<file path="config.mk">
export PLATFORM = sky130hd
export DESIGN_NAME = pipe_hazard_ctrl
export DESIGN_NICKNAME = d
export VERILOG_FILES = /design/src/rtl/pipe_hazard_ctrl.sv
export SDC_FILE = /design/constraint.sdc
export NUM_CORES = 1
export LEC_CHECK = 0
export CORE_ASPECT_RATIO = 1.5
export CORE_UTILIZATION = 30
export DETAILED_ROUTE_END_ITERATION = 8
export SETUP_SLACK_MARGIN = 0.5
export SLEW_MARGIN = 20
export SYNTH_ARGS = -nofsm -noshare
export SYNTH_HDL_FRONTEND = slang
export SYNTH_SLANG_ARGS = --single-unit
</file>
<file path="constraint.sdc">
create_clock -name clk -period 3.5 [get_ports clk]
set_input_delay 0.875 -clock clk [delete_from_list [all_inputs] [get_ports clk]]
set_output_delay 0.875 -clock clk [all_outputs]
set_load 0.03 [all_outputs]
</file>
<file path="src/rtl/pipe_hazard_ctrl.sv">
// Hazard, forwarding and run/drain controller for the 16-bit pipelined core.
// Latency: forwarding selects and stall/flush controls are combinational; state and stall counter update on clk.
// Backpressure: dm_busy_i freezes the pipeline (all stalls high) and the drain countdown.
module pipe_hazard_ctrl #(
   parameter int REG_WIDTH  = 4,
   parameter int NUM_SRC    = 2,
   parameter int FWD_STAGES = 2,
   parameter int PIPE_DEPTH = 5,
   parameter int ZERO_REG   = 1,
   parameter int CNT_WIDTH  = 16,
   localparam int SELW      = $clog2(FWD_STAGES + 1)
) (
   input  logic                             clk,
   input  logic                             rst,
   input  logic                             start,
   input  logic                             stop_i,
   input  logic [NUM_SRC*REG_WIDTH-1:0]     rs_id,
   input  logic [NUM_SRC-1:0]               rs_id_vld,
   input  logic [NUM_SRC*REG_WIDTH-1:0]     rs_ex,
   input  logic                             mem_read_ex,
   input  logic [REG_WIDTH-1:0]             dst_ex,
   input  logic [FWD_STAGES-1:0]            wr_en_fwd,
   input  logic [FWD_STAGES*REG_WIDTH-1:0]  wr_reg_fwd,
   input  logic                             pc_src_i,
   input  logic                             jump_i,
   input  logic                             dm_busy_i,
   input  logic                             cnt_clr_i,
   output logic [NUM_SRC*SELW-1:0]          fwd_sel_o,
   output logic                             pc_stall,
   output logic                             stall_if_id,
   output logic                             stall_id_ex,
   output logic                             stall_ex_mem,
   output logic                             stall_mem_wb,
   output logic                             flush_if_id,
   output logic                             flush_id_ex,
   output logic                             flush_ex_mem,
   output logic                             run_o,
   output logic                             halted_o,
   output logic [CNT_WIDTH-1:0]             stall_cnt_o
);

   // Drain counter only ever holds 0..PIPE_DEPTH-1.
   localparam int DCW = (PIPE_DEPTH > 2) ? $clog2(PIPE_DEPTH) : 1;
   localparam logic [DCW-1:0] DRAIN_LEN = DCW'(PIPE_DEPTH - 1);

   typedef enum logic [1:0] {
      S_IDLE  = 2'd0,
      S_RUN   = 2'd1,
      S_DRAIN = 2'd2,
      S_HALT  = 2'd3
   } state_t;

   state_t                 state_q, state_d;
   logic [DCW-1:0]         drain_cnt_q, drain_cnt_d;
   logic [CNT_WIDTH-1:0]   stall_cnt_q, stall_cnt_d;
   logic                   lu;
   logic                   active;

   // Forwarding select: youngest matching writer wins, register 0 never forwards.
   always_comb begin
      fwd_sel_o = '0;
      for (int j = 0; j < NUM_SRC; j++) begin
         // Walk oldest to youngest so the lowest matching stage index is the last assignment.
         for (int k = FWD_STAGES - 1; k >= 0; k--) begin
            if (wr_en_fwd[k] &&
                (wr_reg_fwd[k*REG_WIDTH +: REG_WIDTH] == rs_ex[j*REG_WIDTH +: REG_WIDTH]) &&
                !((ZERO_REG != 0) && (rs_ex[j*REG_WIDTH +: REG_WIDTH] == '0))) begin
               fwd_sel_o[j*SELW +: SELW] = SELW'(k + 1);
            end
         end
      end
   end

   // Load-use detection: a used ID source matches the destination of a load sitting in EX.
   always_comb begin
      lu = 1'b0;
      if (mem_read_ex && !((ZERO_REG != 0) && (dst_ex == '0))) begin
         for (int j = 0; j < NUM_SRC; j++) begin
            if (rs_id_vld[j] && (rs_id[j*REG_WIDTH +: REG_WIDTH] == dst_ex)) begin
               lu = 1'b1;
            end
         end
      end
   end

   assign active = (state_q == S_RUN) || (state_q == S_DRAIN);

   // Pipeline stall/flush controls: frozen when not running, RUN priority otherwise, drain overlay on top.
   always_comb begin
      pc_stall     = 1'b1;
      stall_if_id  = 1'b1;
      stall_id_ex  = 1'b1;
      stall_ex_mem = 1'b1;
      stall_mem_wb = 1'b1;
      flush_if_id  = 1'b0;
      flush_id_ex  = 1'b0;
      flush_ex_mem = 1'b0;
      if (active) begin
         pc_stall     = 1'b0;
         stall_if_id  = 1'b0;
         stall_id_ex  = 1'b0;
         stall_ex_mem = 1'b0;
         stall_mem_wb = 1'b0;
         if (dm_busy_i) begin
            pc_stall     = 1'b1;
            stall_if_id  = 1'b1;
            stall_id_ex  = 1'b1;
            stall_ex_mem = 1'b1;
            stall_mem_wb = 1'b1;
         end else if (pc_src_i) begin
            flush_if_id  = 1'b1;
            flush_id_ex  = 1'b1;
            flush_ex_mem = 1'b1;
         end else if (lu) begin
            pc_stall     = 1'b1;
            stall_if_id  = 1'b1;
            flush_id_ex  = 1'b1;
         end else if (jump_i) begin
            flush_if_id  = 1'b1;
         end
         // While draining, no new instruction may enter the pipe.
         if (state_q == S_DRAIN) begin
            pc_stall    = 1'b1;
            flush_if_id = 1'b1;
         end
      end
   end

   // Next-state, drain countdown and saturating stall counter.
   always_comb begin
      state_d     = state_q;
      drain_cnt_d = drain_cnt_q;
      stall_cnt_d = stall_cnt_q;
      case (state_q)
         S_IDLE, S_HALT: begin
            if (start) begin
               state_d = S_RUN;
            end
         end
         S_RUN: begin
            // A halt alongside a taken branch is on the wrong path and is discarded.
            if (stop_i && !pc_src_i && !dm_busy_i) begin
               state_d     = S_DRAIN;
               drain_cnt_d = DRAIN_LEN;
            end
         end
         S_DRAIN: begin
            // A memory wait freezes the drain, including a branch that resolves during it;
            // the branch is acted on once the memory is ready and the pipe moves again.
            if (!dm_busy_i) begin
               if (pc_src_i) begin
                  state_d     = S_RUN;
                  drain_cnt_d = '0;
               end else begin
                  drain_cnt_d = drain_cnt_q - DCW'(1);
                  if (drain_cnt_q == DCW'(1)) begin
                     state_d = S_HALT;
                  end
               end
            end
         end
         default: begin
            state_d     = S_IDLE;
            drain_cnt_d = '0;
         end
      endcase

      if ((state_q == S_RUN) && (dm_busy_i || lu) && !pc_src_i && (stall_cnt_q != '1)) begin
         stall_cnt_d = stall_cnt_q + CNT_WIDTH'(1);
      end
      if (cnt_clr_i) begin
         stall_cnt_d = '0;
      end
   end

   // State registers with asynchronous reset.
   always_ff @(posedge clk or posedge rst) begin
      if (rst) begin
         state_q     <= S_IDLE;
         drain_cnt_q <= '0;
         stall_cnt_q <= '0;
      end else begin
         state_q     <= state_d;
         drain_cnt_q <= drain_cnt_d;
         stall_cnt_q <= stall_cnt_d;
      end
   end

   assign run_o       = active;
   assign halted_o    = (state_q == S_HALT);
   assign stall_cnt_o = stall_cnt_q;

endmodule
</file>
==> flow_summary.toml, run 1 <==
[outcome]
outcome = "completed"

[pwr]
vdd_drop_max_mv = 0.320
p_leak_uw = 0.000995
power.density_mw_per_mm2 = 405

[cts]
clkTransAtPathRegs_ns = 0.07
numCtsBuffers = 3
cts-root-buf = "clkbuf_8"
clock-sinks = 21
insertion_delay_ns = 0.26
cts_tree = "built"
cts_buffer_depth = 2
hold_buffers = 0
htree_levels = 1

[yosys]
syn_inst = 198
syn_area_per_cell_um2 = 8.23
yosys_warnings = 0
ys_ff_latch = 21
syn-num-nets = 245
ys_seq_area_frac = 0.323
syn_area_mm2 = 0.00163
synth_cell_types = 40

[setup_path]
cp_cell_sequence = "clkdlybuf4s50_1 -> xnor2_1 -> nand4_1 -> nor3_2 -> buf_4"
arrival_ns = 2.10
cp-start-kind = "primary input"
crit_start = "wr_reg_fwd[6]"
crit_fanout = 2
slowest_stage = "clkdlybuf4s50_1"
r2r_start = "stall_cnt_o[0]$_DFFE_PP0P_"
critPathRequiredTime_ns = 2.62
critical_path_class = "primary input to output port"
critPathBufInv = 2
end_kind = "output port"
cpPeakStageDelay_ns = 0.54
critPathTopFamily = "buffers and inverters"

[global_routing]
grt_use_total = 0.154
antenna_found_initial = 0
grt_first_pass_wirelength_um = 7220
grt_remaining_overflow = 0
grt_max_degree = 31
first_global_vias = 1729

[route]
vias = 1765
wl_per_cell_um = 13.0
drt_first_pass_iters = 4
drc = 0
first_iter_violations = 72
ant_nets = 0
wl_um = 4440
vias_per_cell = 5.15

[sta]
setup_viol = 0
fin_tns_setup_ns = 0
final_max_slew_viol_count = 0
final.min_clock_period_ns = 2.97
fin_worst_skew_ns = 0.00234
fin_crit_sh = 0.850
rsz0062_at_grt = "yes"
hold_viol = 0
tightest_slew_ns = 0.824
slew_headroom = 0.450
fin_ws_ns = 0.527
max_freq_mhz = 336

[final_layout]
area_growth_pct = 53.1
drive_gt1_frac = 0.178
num_antenna_cells = 0
final_area_mm2 = 0.00249
nFillCells = 525
nNetsFinal = 323

[floorplanning]
initial_core_util = 0.315
die_width_um = 62.2
die_area_mm2 = 0.00573
core_mm2 = 0.00516
fp.dieH_um = 92.3
num_rows = 32
num_io_pins = 71

[placement]
dpl_cell_area_mm2 = 0.00237
hpwlAfterDp_um = 3380
numPortBuffers = 70
dp_slack_ns = 0.0494
routabilityCongestion = 0.775

[hold_path]
hold_path.class = "flip-flop to flip-flop"
min_from = "drain_cnt_q[1]$_DFFE_PP0P_"

[job]
cap_viol_max_count = 0
-- final timing paths --
| path | end | cells past startpoint | slack [ns] |
|---|---|---|---|
| worst max-delay path | fwd_sel_o[1] | 5 | 0.53 |
| worst min-delay path | drain_cnt_q[1]$_DFFE_PP0P_ | 2 | 0.51 |
| worst max register to register | stall_cnt_o[5]$_DFFE_PP0P_ | 6 | 1.23 |
| worst min register to register | drain_cnt_q[1]$_DFFE_PP0P_ | 2 | 0.51 |
| max in group asynchronous | stall_cnt_o[14]$_DFFE_PP0P_ | 2 | 1.91 |
| min in group asynchronous | stall_cnt_o[7]$_DFFE_PP0P_ | 2 | 1.08 |
-- per-stage QoR --
stage / utilization / hold WS [ns] / std cells / total power (uW)
6_report: 0.483 / 0.507 / 343 / 1010
5_1_grt: 0.483 / 0.573 / 343 / 1080
4_1_cts: 0.478 / 0.520 / 342 / 1020
3_5_place_dp: 0.460 / 0.503 / 328 / 856
3_3_place_gp: 0.460 / 0.466 / 328 / 854
2_1_floorplan: - / 0.450 / 198 / 656
-- layer usage --
metal	GRT usage	part of all wire
met4	0.0484	0.0092
met3	0.0323	0.069
met5	0	0
met2	0.305	0.54
met1	0.156	0.38
-- power by group --
group | switching (uW) | internal, uW
logic | 325 | 231
registers | 23.2 | 269
clock network | 79.1 | 81.1
-- flip-flops by register name (all words and copies together) (netlist names) --
| name | count |
|---|---|
| state_q | 2 |
| stall_cnt_o | 16 |
| drain_cnt_q | 3 |
-- cell usage in the layout, fill, tap and decap left out, types with 2 or more instances in the layout --
| cell type | n |
|---|---|
| nor2_2 | 2 |
| o22ai_1 | 2 |
| a21oi_1 | 23 |
| nor2_1 | 10 |
| or4_1 | 4 |
| o31ai_1 | 4 |
| clkdlybuf4s50_1 | 38 |
| and4_1 | 2 |
| or3_1 | 9 |
| nand2_1 | 5 |
| buf_4 | 19 |
| xor2_1 | 6 |
| dlygate4sd2_1 | 14 |
| xnor2_1 | 14 |
| nor2b_1 | 3 |
| nor3_1 | 5 |
| nand3_1 | 3 |
| buf_6 | 2 |
| dfrtp_1 | 21 |
| o21ai_0 | 14 |
| clkbuf_8 | 3 |
| inv_1 | 10 |
| and3_1 | 3 |
| nor3_2 | 5 |
| buf_2 | 5 |
| nand4_1 | 16 |
| o21ai_1 | 3 |
| ha_1 | 6 |
| clkbuf_2 | 3 |
| mux2_2 | 2 |
-- synth_stat cells, drive strengths merged --
library cell	n	share of area
mux2	2	0.014
clkbuf	4	0.0092
nand3	3	0.0092
and2	2	0.0077
nor2	12	0.028
o22ai	2	0.0077
and4	2	0.011
inv	10	0.023
o32ai	1	0.0054
xnor2	14	0.075
or4	4	0.018
nand3b	1	0.0046
or2	1	0.0038
nor2b	3	0.012
o21bai	1	0.0046
dfrtp	21	0.32
o21a	1	0.0046
o31ai	4	0.018
and3	3	0.012
a21oi	24	0.074
xor2	6	0.032
nand2b	2	0.0077
a211oi	1	0.0046
nand4	16	0.061
and3b	1	0.0077
ha	6	0.046
or3	9	0.035
nor4	1	0.0038
a22oi	1	0.0046
nand2	5	0.012
nor3	10	0.034
buf	6	0.025
o41a	1	0.0069
o21ai	17	0.052
a21o	1	0.0046
-- repair_timing --
| action | in CTS | in global routing |
|---|---|---|
| hold endpoints to repair | 0 | 0 |
| endpoints found under the setup margin | 12 | 9 |
| pin swaps | 12 | 16 |
| buffers inserted | 10 | 1 |
| gates resized for setup | 58 | 15 |
-- area by class of cell --
type	instances	area, um^2	share of cell area
Clock buffer	4	45.0	0.0181
Inverter	10	37.5	0.0151
Multi-Input combinational cell	157	1070	0.428
Sequential cell	21	526	0.211
Tap cell	68	85.1	0.0341
Timing Repair Buffer	83	733	0.294
-- cells by family (layout without fill, tap and decap cells) --
logic type                 Yosys count  count (layout)  synth area share
and+or+nand+nor                     75              75             0.266
AOI/OAI and AO/OA                   54              54             0.187
DFF                                 21              21             0.323
xor gates and xnor gates            20              20             0.108
buffers and inverters               20              97            0.0568
adders and majority gates            6               6            0.0461
muxes                                2               2            0.0138
-- tightest hold or removal path, cell delays in order (launching register included) --
cell and delay, ns:
dfrtp_1 0.35, nand2_1 0.05, o21ai_0 0.07
(Power assumes the default switching activity.)
==> inputs of run 2 (changes only) <==
clock period = 2.85 ns   (was 3.5 ns; I/O delays follow)
==> flow_summary.toml, run 2 (synthesis results as in run 1) <==
[setup_path]
worstRegToRegCells = 7
r2r_end = "stall_cnt_o[7]$_DFFE_PP0P_"
ff2ff_setup_slack_ns = 0.66
crit_path_end = "pc_stall"
crit_start = "dst_ex[1]"
arrival_ns = 1.87
critical_path_class = "primary input to output port"
cpPeakStageDelay_ns = 0.43
slowest_stage = "o41a_1"
cp.depth = 7
crit_fanout = 3
critPathBufInv = 2
cp-start-kind = "primary input"
end_kind = "output port"
critPathRequiredTime_ns = 2.14
r2r_start = "stall_cnt_o[0]$_DFFE_PP0P_"
critPathTopFamily = "compound AO/OA/AOI/OAI gates"
cp_cell_sequence = "buf_8 -> o41a_1 -> nand4_1 -> and2_4 -> o21bai_4 -> nand2b_4 -> buf_6"

[sta]
final.min_clock_period_ns = 2.59
rsz0062_at_grt = "yes"
hold_viol = 0
setup_viol = 0
final_max_slew_viol_count = 0
fin_worst_skew_ns = 0.00413
whs_ns = 0.488
fin_tns_setup_ns = 0
slew_headroom = 0.748
fin_crit_sh = 0.908
fin_ws_ns = 0.263
max_freq_mhz = 386
tightest_slew_ns = 0.377

[final_layout]
nNetsFinal = 340
area_growth_pct = 73.5
layout.cells.non_filler = 360
largest_reg_flops = 16
nFillCells = 469
most-common-layout-cells = "22 x clkdlybuf4s50_1, 22 x buf_4, 21 x a21oi_1, 21 x dfrtp_1, 19 x buf_6"
drive_gt1_frac = 0.353
num_antenna_cells = 0

[cts]
hold_buffers = 0
numCtsBuffers = 3
cts-root-buf = "clkbuf_8"
insertion_delay_ns = 0.26
cts_buffer_depth = 2
htree_levels = 1
clock-sinks = 21
clkTransAtPathRegs_ns = 0.08
cts_tree = "built"

[placement]
placed_cells = 345
hpwlAfterDp_um = 3500
dp_slack_ns = -0.208
numPortBuffers = 70
routabilityCongestion = 0.765

[route]
first_iter_violations = 74
vias_per_cell = 5.08
drc = 0
vias = 1830
ant_nets = 0
wl_um = 4690
wl_per_cell_um = 13.0
drt_first_pass_iters = 4

[global_routing]
first_global_vias = 1756
grt_max_degree = 22
antenna_found_initial = 0
grt_first_pass_wirelength_um = 7610
grt_use_total = 0.162
grt_remaining_overflow = 0

[pwr]
power.density_mw_per_mm2 = 487
vdd_drop_max_mv = 0.586
sequentialPowerShare = 0.260
p_leak_uw = 0.00121
comb_power_share = 0.594
p_int_uw = 801
pwr-share-clk = 0.146
switching_share = 0.419
p_sw_uw = 577

[floorplanning]
num_io_pins = 71
initial_core_util = 0.315
num_rows = 32
core_mm2 = 0.00516
fp.dieH_um = 92.3
die_area_mm2 = 0.00573
die_width_um = 62.2

[job]
cap_viol_max_count = 0

[hold_path]
hold_path.class = "flip-flop to flip-flop"

[outcome]
outcome = "completed"
[run 2: cell types whose count changed in the layout (fill, tap and decap cells not counted), sizes merged]
| cell | change |
|---|---|
| buf | +28 |
| clkdlybuf4s50 | -16 |
| clkdlybuf4s15 | +4 |
| dlygate4sd2 | -3 |
| and3b | +1 |
| clkbuf | +1 |
| clkinv | +1 |
| dlymetal6s2s | +1 |
[run 2: how the worst min path moves through the flow]
stage | to | slack [ns] | cells after the start | from
after floorplan | drain_cnt_q[1]$_DFFE_PP0P_ | 0.45 | 2 | drain_cnt_q[1]$_DFFE_PP0P_
after global placement | drain_cnt_q[1]$_DFFE_PP0P_ | 0.46 | 2 | drain_cnt_q[1]$_DFFE_PP0P_
after detailed placement | drain_cnt_q[1]$_DFFE_PP0P_ | 0.47 | 2 | drain_cnt_q[1]$_DFFE_PP0P_
after CTS | drain_cnt_q[1]$_DFFE_PP0P_ | 0.49 | 2 | drain_cnt_q[1]$_DFFE_PP0P_
after global routing | drain_cnt_q[1]$_DFFE_PP0P_ | 0.52 | 2 | drain_cnt_q[1]$_DFFE_PP0P_
final | drain_cnt_q[1]$_DFFE_PP0P_ | 0.49 | 2 | drain_cnt_q[1]$_DFFE_PP0P_
[run 2: final cells by class]
type | instances | area (um^2) | share of cell area
Sequential cell | 21 | 526 | 0.186
Clock buffer | 3 | 41.3 | 0.0146
Tap cell | 68 | 85.1 | 0.0301
Timing Repair Buffer | 99 | 887 | 0.314
Multi-Input combinational cell | 158 | 1240 | 0.440
Inverter | 10 | 37.5 | 0.0133
Clock inverter | 1 | 5.00 | 0.00177
[run 2: power by group through the flow]
stage | Clock [uW] | Combinational [uW] | Sequential (uW)
floorplan | 0 | 474 | 364
global placement | 0 | 733 | 364
detailed placement | 0 | 736 | 365
CTS | 207 | 810 | 358
global route | 226 | 893 | 363
finish | 201 | 819 | 357
[run 2: worst reg2reg max path, stage by stage, from the launching register on]
cell and delay [ns]:
dfrtp_1 0.45, ha_1 0.26, and4_1 0.26, nand3_1 0.16, o21a_1 0.34, nand4_1 0.18, or3_1 0.32, a21oi_1 0.15
[run 2: repair_timing]
action / 4_1_cts / 5_1_grt
gates cloned: 0 / 1
buffers inserted: 5 / 5
setup endpoints to repair: 29 / 12
pin swaps: 28 / 23
resized for setup: 137 / 26
[run 2: per-stage QoR]
| stage | total power (uW) | area [um^2] | util |
|---|---|---|---|
| floorplan | 838 | 1690 | - |
| global placement | 1100 | 2540 | 0.492 |
| detailed placement | 1100 | 2540 | 0.492 |
| CTS | 1380 | 2730 | 0.528 |
| global route | 1480 | 2830 | 0.547 |
| finish | 1380 | 2830 | 0.547 |
[run 2: layer usage]
layer	GRT usage	vias up	share of wire
met5	0	-	0
met4	0.0523	0	0.0077
met3	0.0211	4	0.042
met2	0.315	58	0.55
met1	0.178	846	0.40
li1	-	922	-
==> inputs of run 3 (changes only) <==
HOLD_SLACK_MARGIN = 0.15   (was unset)
==> results of run 3 <==
Final layout, timing and power as in run 2 (identical DEF).
